==> config.mk <==
export PLATFORM = sky130hd
export DESIGN_NAME = elastic_fork_demux
export DESIGN_NICKNAME = d
export VERILOG_FILES = /design/src/rtl/elastic_fork_demux.sv
export SDC_FILE = /design/constraint.sdc
export NUM_CORES = 1
export LEC_CHECK = 0
export ABC_AREA = 0
export BUFFER_PORTS_ARGS = -buffer_cell sky130_fd_sc_hd__buf_2
export CAP_MARGIN = 10
export CORE_MARGIN = 2
export CORE_UTILIZATION = 45
export CTS_CLUSTER_DIAMETER = 150
export CTS_CLUSTER_SIZE = 30
export DETAILED_ROUTE_END_ITERATION = 12
export PLACE_DENSITY = 0.72
export SETUP_SLACK_MARGIN = 0.4
export SLEW_MARGIN = 30
export SYNTH_ARGS = -nofsm -noshare
export SYNTH_HDL_FRONTEND = slang
export SYNTH_SLANG_ARGS = --single-unit
==> constraint.sdc <==
create_clock -name clk_i -period 1.75 [get_ports clk_i]
set_input_delay 0 -clock clk_i [delete_from_list [all_inputs] [get_ports clk_i]]
set_output_delay 0 -clock clk_i [all_outputs]
set_load 0.05 [all_outputs]
==> src/rtl/elastic_fork_demux.sv <==
// Eager-fork demultiplexer: one valid/ready stream fanned out to a masked subset
// of consumers through a 2-entry buffer; a token retires once every selected port took it.
module elastic_fork_demux #(
  parameter int NUM_OUTPUTS = 2,
  parameter int DATA_WIDTH  = 32
) (
  input  logic                              clk_i,
  input  logic                              rst_ni,
  input  logic [NUM_OUTPUTS-1:0]            mask_i,
  input  logic [DATA_WIDTH-1:0]             data_i,
  input  logic                              valid_i,
  output logic                              ready_o,
  output logic [NUM_OUTPUTS*DATA_WIDTH-1:0] data_o,
  output logic [NUM_OUTPUTS-1:0]            valid_o,
  input  logic [NUM_OUTPUTS-1:0]            ready_i
);

  logic [DATA_WIDTH-1:0]  r_head;
  logic [DATA_WIDTH-1:0]  r_tail;
  logic [1:0]             r_count;
  logic [NUM_OUTPUTS-1:0] r_sent;

  logic                   w_not_empty;
  logic                   w_push;
  logic                   w_pop;
  logic [NUM_OUTPUTS-1:0] w_done;
  logic [NUM_OUTPUTS-1:0] w_hs;
  logic [DATA_WIDTH-1:0]  w_head_out;

  logic [DATA_WIDTH-1:0]  w_head_nxt;
  logic [DATA_WIDTH-1:0]  w_tail_nxt;
  logic [1:0]             w_count_nxt;
  logic [NUM_OUTPUTS-1:0] w_sent_nxt;

  // ready_o depends only on the occupancy register, so upstream never sees ready_i
  assign w_not_empty = (r_count != 2'd0);
  assign ready_o     = (r_count != 2'd2);
  assign w_push      = valid_i & ready_o;
  assign valid_o     = {NUM_OUTPUTS{w_not_empty}} & mask_i & ~r_sent;
  assign w_hs        = valid_o & ready_i;
  assign w_done      = ~mask_i | r_sent | ready_i;
  assign w_pop       = w_not_empty & (&w_done);
  assign w_head_out  = w_not_empty ? r_head : {DATA_WIDTH{1'b0}};

  genvar gi;
  generate
    for (gi = 0; gi < NUM_OUTPUTS; gi++) begin : g_out
      assign data_o[gi*DATA_WIDTH +: DATA_WIDTH] = w_head_out;
    end
  endgenerate

  // Next-state for buffer, occupancy and per-port delivery tracking
  always_comb begin
    w_head_nxt  = r_head;
    w_tail_nxt  = r_tail;
    w_count_nxt = r_count;
    w_sent_nxt  = r_sent;
    if (w_pop) begin
      w_sent_nxt = {NUM_OUTPUTS{1'b0}};
      if (w_push) begin
        // only reachable with one entry: the incoming token becomes the new head
        w_head_nxt = data_i;
      end else begin
        w_head_nxt  = r_tail;
        w_count_nxt = r_count - 2'd1;
      end
    end else begin
      w_sent_nxt = r_sent | w_hs;
      if (w_push) begin
        if (r_count == 2'd0) begin
          w_head_nxt = data_i;
        end else begin
          w_tail_nxt = data_i;
        end
        w_count_nxt = r_count + 2'd1;
      end else begin
        w_count_nxt = r_count;
      end
    end
  end

  // State registers
  always_ff @(posedge clk_i or negedge rst_ni) begin
    if (!rst_ni) begin
      r_head  <= {DATA_WIDTH{1'b0}};
      r_tail  <= {DATA_WIDTH{1'b0}};
      r_count <= 2'd0;
      r_sent  <= {NUM_OUTPUTS{1'b0}};
    end else begin
      r_head  <= w_head_nxt;
      r_tail  <= w_tail_nxt;
      r_count <= w_count_nxt;
      r_sent  <= w_sent_nxt;
    end
  end

endmodule

==> metrics.csv, run 1 <==
metric,value,unit
outcome,"complete, but fails checks",
failing checks,negative setup slack,
worst-skew pair later-pin latency,0.36,ns
Synth Area in XOR/XNOR,0,%
die area,10800,um^2
vias in the first global route,4385,
Multi-input gate area,2620,um^2
ratio of cells with drive above 1 in the final layout,50.0,%
# nets final,602,
CTS root buf,clkbuf_8,
Antenna Nets Post-Route,0,
Filler Cell Count,637,
largest net degree at the start of global routing,52,
Slew HR,57.4,%
Achievable Freq,0.549,GHz
final setup vio count,8,
"Design Area, Final",7050,um^2
initial antenna violation count,0,
critical setup path kind,register to register,
worst-margin pin slew,0.639,ns
critical path startpoint category,register,
H-tree depth,3,
DR vias/cell,6.00,
Port Buffers,105,
FF/Latch Area,1700,um^2
max-slew violation count,0,
max cap viols,0,
sequential fraction of the synthesis area,37.7,%
clock sinks,68,
Syn Inst Count,424,
total track usage,26.8,%
final hold vios,0,
"Max FO, Critical Path",14,
CTS Buf Count,9,
first-pass GRT wire length,23200,um
die height,104,um
Synth top area share,37.7,%
synthesized area,4510,um^2
mux cell area share after synthesis,17.6,%
count of cell types in the netlist,28,
Placer Congestion,0.756,
DRT iter0 DRCs,325,
initial core utilization,46.3,%
DR WL/cell,21.6,um
Synth Area in Compound Gates,20.1,%
# diodes,0,
fin crit period,1.82,ns
Worst-path clk slew,0.08,ns
Post-DP HPWL,7220,um
CTS tree,yes,
DRC violations left,0,
CP endpoint kind,register,
Setup WS post-layout,-0.0700,ns
placed standard-cell area,5140,um^2
Post-Synth Adder-Cell Area,0,%
grt ovf,0,
Top-Level Pins,106,
CP arrival,2.11,ns
Die Span X,104,um
Detailed Route WL,15100,um
Layout Skew,0.0129,ns
core area,9730,um^2
"Net Count, Synth",463,
Post-Synth Simple-Gate Area,12.1,%
FP Rows,36,
post-synthesis area per instance,10.6,um^2
dominant combinational cell family by area after synthesis,compound AO/OA/AOI/OAI gates,
Synth area leader,dfrtp_1,
post-synthesis sequential element count,68,
CP required,2.04,ns
Ys Warns,0,
unrepaired setup endpoints after global routing,yes,
total number of vias,4208,
drt pass-1 iters,5,
Area Overhead vs Synth,56.3,%
CTS Buffer Depth,2,
ranking of synthesized cells by area,"dfrtp_1 38%, mux2_4 10%, mux2i_1 7.1%",
Hold Path Class,input port to asynchronous set/reset pin,
final worst-path cycle share,104,%
## final timing paths
| check | startpoint | slack (ns) | cells past startpoint | endpoint |
|---|---|---|---|---|
| max in group asynchronous | rst_ni | 1.06 | 3 | r_head[4] |
| hold / removal | rst_ni | 0.13 | 2 | r_head[28] |
| hold reg to reg | r_head[3] | 0.51 | 1 | r_head[3] |
| min in group clk_i | valid_i | 0.22 | 4 | r_count[1] |
| setup / recovery | r_count[1] | -0.07 | 6 | r_head[13] |
| setup reg to reg | r_count[1] | -0.07 | 6 | r_head[13] |
## repair_timing
action                     CTS  global route
cloned                       8             3
gates resized for setup    184            50
hold endpoints to repair   102             0
setup buffers               21             3
pin swaps                    9            12
hold buffers                37             0
setup endpoints to repair  135           135
## worst max-delay path, cell delays in order, from the launching register on
cell and delay, ns:
dfrtp_1 0.42, buf_12 0.14, buf_8 0.11, nor2b_4 0.14, buf_4 0.20, a221oi_1 0.49, o22a_1 0.25
## Yosys cell counts, drive strengths merged
library cell and n:
mux2 32, a31oi 2, o21ai 3, dfrtp 68
nor3b 36, and2 32, nor3 1, a21o 1
nor2b 2, or2 1, o22a 32, o211ai 1
buf 48, a2bb2oi 32, a32o 1, nor2 3
nand2 2, clkbuf 25, mux2i 32, a221oi 32
o31ai 1, inv 33, nand3 1, or3b 3
## metal layers
layer  track usage, %  vias up  routed length (um)
met5                0        -                   0
met4             9.65        0                 378
met3             5.33       36                 990
met2             45.9      231                7600
met1             33.7     2115                6150
li1                 -     1826                   -
## per-stage QoR
stage	setup WS (ns)	hold WS, ns	TNS [ns]	instances	utilization (%)
CTS	0.0209	0.147	0	695	69.4
detailed placement	-0.0340	-0.0381	-0.691	613	52.9
finish	-0.0700	0.129	-0.151	701	72.4
global route	-0.133	0.157	-1.48	701	72.4
global placement	-0.00784	-0.0407	-0.186	613	52.9
floorplan	0.0555	-0.296	0	424	-
## layout by cell type, fill, tap and decap left out, types with 32 or more instances in the layout
cell type / Yosys / routed
a221oi_1: 32 / 32
and2_4: 0 / 32
buf_2: 10 / 37
buf_6: 3 / 71
dfrtp_1: 68 / 67
dlygate4sd3_1: 0 / 37
inv_1: 33 / 32
mux2_4: 30 / 32
mux2i_1: 32 / 32
nor3b_1: 36 / 33
o22a_1: 32 / 32
## sequential cells by signal, indices dropped and copies added, names as in the netlist
| register | count |
|---|---|
| r_count | 2 |
| r_sent | 2 |
| r_tail | 32 |
| r_head | 32 |
## layout make-up
type	instances	share of cell area, %
timing repair buffer	199	30.8
inverter	33	1.83
multi-input combinational	252	37.2
tap	133	2.36
clock buffer	11	2.15
clock inverter	5	1.51
sequential	68	24.2
## cells by family (layout without fill, tap and decap cells)
family          after synthesis  count (layout)
mux                          64              64
flops                        68              68
buf+inv                     106             248
compound gates              105             107
simple gates                 81              81
Power of run 1 is left out: the tool's default activity adds up to more than one toggle a clock period on the data nets, which glitch-free logic cannot reach.
==> run 2, diff against run 1 <==
--- a/config.mk
+++ b/config.mk
@@ -15,7 +15,9 @@
 export DETAILED_ROUTE_END_ITERATION = 12
 export PLACE_DENSITY = 0.72
 export SETUP_SLACK_MARGIN = 0.4
+export SKIP_CTS_REPAIR_TIMING = 1
 export SLEW_MARGIN = 30
 export SYNTH_ARGS = -nofsm -noshare
 export SYNTH_HDL_FRONTEND = slang
 export SYNTH_SLANG_ARGS = --single-unit
+export TNS_END_PERCENT = 20
==> run 2 against run 1 <==
Against the previous run:
- the run ends with negative hold slack left
- via count down 5.3%
- sequential share of layout area increased by 3.1 points
- global-route usage is 6.3 points lower
- utilization fell by 8.1 points
- die area stayed put
- cell count decreased by 2.6%
- register-to-register slack gained 0.18 ns
- critical path depth fell by 3
- maximum frequency rose by 11%
- clock skew about the same
- flip-flop and latch count unchanged
- first-iteration DRC count is 43% lower
- critical endpoint is now r_tail[10]
- largest cell class unchanged
==> metrics.csv, run 2 (synthesized netlist as in run 1, its figures left out) <==
metric,value,unit
final worst-path cycle share,93.9,%
unrepaired setup endpoints after global routing,yes,
die height,104,um
worst-skew pair later-pin latency,0.36,ns
R2R depth,3,
Area Overhead vs Synth,38.9,%
first-pass GRT wire length,18000,um
FP Rows,36,
Detailed Route WL,13800,um
clock sinks,68,
# nets final,584,
r2r setup slk,0.11,ns
total track usage,20.5,%
CTS Buf Count,9,
failing checks,negative hold slack,
Critical Path Source,r_sent[0],
CTS tree,yes,
Post-DP HPWL,6900,um
critical setup path kind,register to register,
Layout Skew,0.0130,ns
initial core utilization,46.3,%
final setup vio count,0,
max cap viols,0,
critical path startpoint category,register,
Critical R2R Launch,r_sent[0],
H-tree depth,3,
post-layout util,64.4,%
largest net degree at the start of global routing,43,
initial antenna violation count,0,
CP required,1.99,ns
Slew HR,60.5,%
DR WL/cell,20.2,um
Hold Path Class,input port to register,
CP endpoint kind,register,
ratio of cells with drive above 1 in the final layout,43.6,%
vias in the first global route,3549,
DRC violations left,0,
DR vias/cell,5.84,
total number of vias,3986,
die area,10800,um^2
CTS root buf,clkbuf_8,
grt ovf,0,
outcome,"complete, but fails checks",
worst-margin pin slew,0.593,ns
Top-Level Pins,106,
"commonest cells after routing, fill and taps aside","66 x dfrtp_1, 59 x buf_6, 46 x buf_2",
FF-to-FF End,r_tail[10],
Placer Congestion,0.752,
CP arrival,1.88,ns
core area,9730,um^2
Port Buffers,105,
drt pass-1 iters,4,
final hold vios,1,
Hold WS,-0.0307,ns
# diodes,0,
Worst-path clk slew,0.08,ns
"Max FO, Critical Path",8,
"most common cell after layout, fill and taps aside",dfrtp_1,
Die Span X,104,um
biggest regs,"r_head (32), r_tail (32)",
Antenna Nets Post-Route,0,
Achievable Freq,0.608,GHz
CTS Buffer Depth,2,
CP endpoint,r_tail[10],
max-slew violation count,0,
DRT iter0 DRCs,186,
Filler Cell Count,767,
fin crit period,1.64,ns
[run 2: cell types whose count changed in the layout (fill, tap and decap cells not counted), moves of 3 or more]
cell | before | now
or2_4 | 1 | 6
buf_12 | 7 | 4
buf_4 | 18 | 28
buf_16 | 4 | 0
o21ai_0 | 0 | 3
buf_8 | 21 | 0
buf_2 | 37 | 46
a2bb2oi_2 | 21 | 0
a2bb2oi_1 | 11 | 32
buf_6 | 71 | 59
[run 2: cell type report]
class                           instances  area [um^2]  area share (%)
Clock buffer                           10          138            2.20
Clock inverter                          6         86.3            1.38
Inverter                               33          124            1.98
Multi-Input combinational cell        259         2470            39.5
Sequential cell                        68         1700            27.2
Tap cell                              133          166            2.66
Timing Repair Buffer                  174         1570            25.1
[run 2: how the worst min path moves through the flow]
stage                      end  depth (start not counted)  slack [ns]  startpoint
floorplan           r_count[0]                          0       -0.30      rst_ni
global placement     r_head[4]                          1        0.05      rst_ni
detailed placement   r_tail[4]                          1        0.05      rst_ni
CTS                 r_tail[21]                          1       -0.34      rst_ni
global route         r_sent[1]                          3       0.005  ready_i[1]
finish               r_sent[1]                          3       -0.03  ready_i[1]
[run 2: through the flow]
step                      setup WS, ns  TNS [ns]  hold WS, ns  area, um^2  std cells
after floorplan                 0.0541         0       -0.296        4810        424
after global placement        -0.00389   -0.0445       0.0470        5020        607
after detailed placement       -0.0440     -1.89       0.0471        5020        607
after CTS                       -0.434    -27.35       -0.339        5240        623
after global routing            0.0674         0      0.00512        6260        683
final                            0.106         0      -0.0307        6260        683
[run 2: critical path, cell delays in order, from the launching register on]
cell and delay, ns:
dfrtp_1 0.43, or3b_4 0.46, a21o_4 0.32, mux2_4 0.31
[run 2: per-layer routing]
| metal | track usage (%) | share of wire [%] |
|---|---|---|
| met1 | 27.1 | 43 |
| met2 | 34.8 | 49 |
| met3 | 3.76 | 5.8 |
| met4 | 4.92 | 2.1 |
| met5 | 0 | 0 |
Power of run 2 is left out for the same reason.
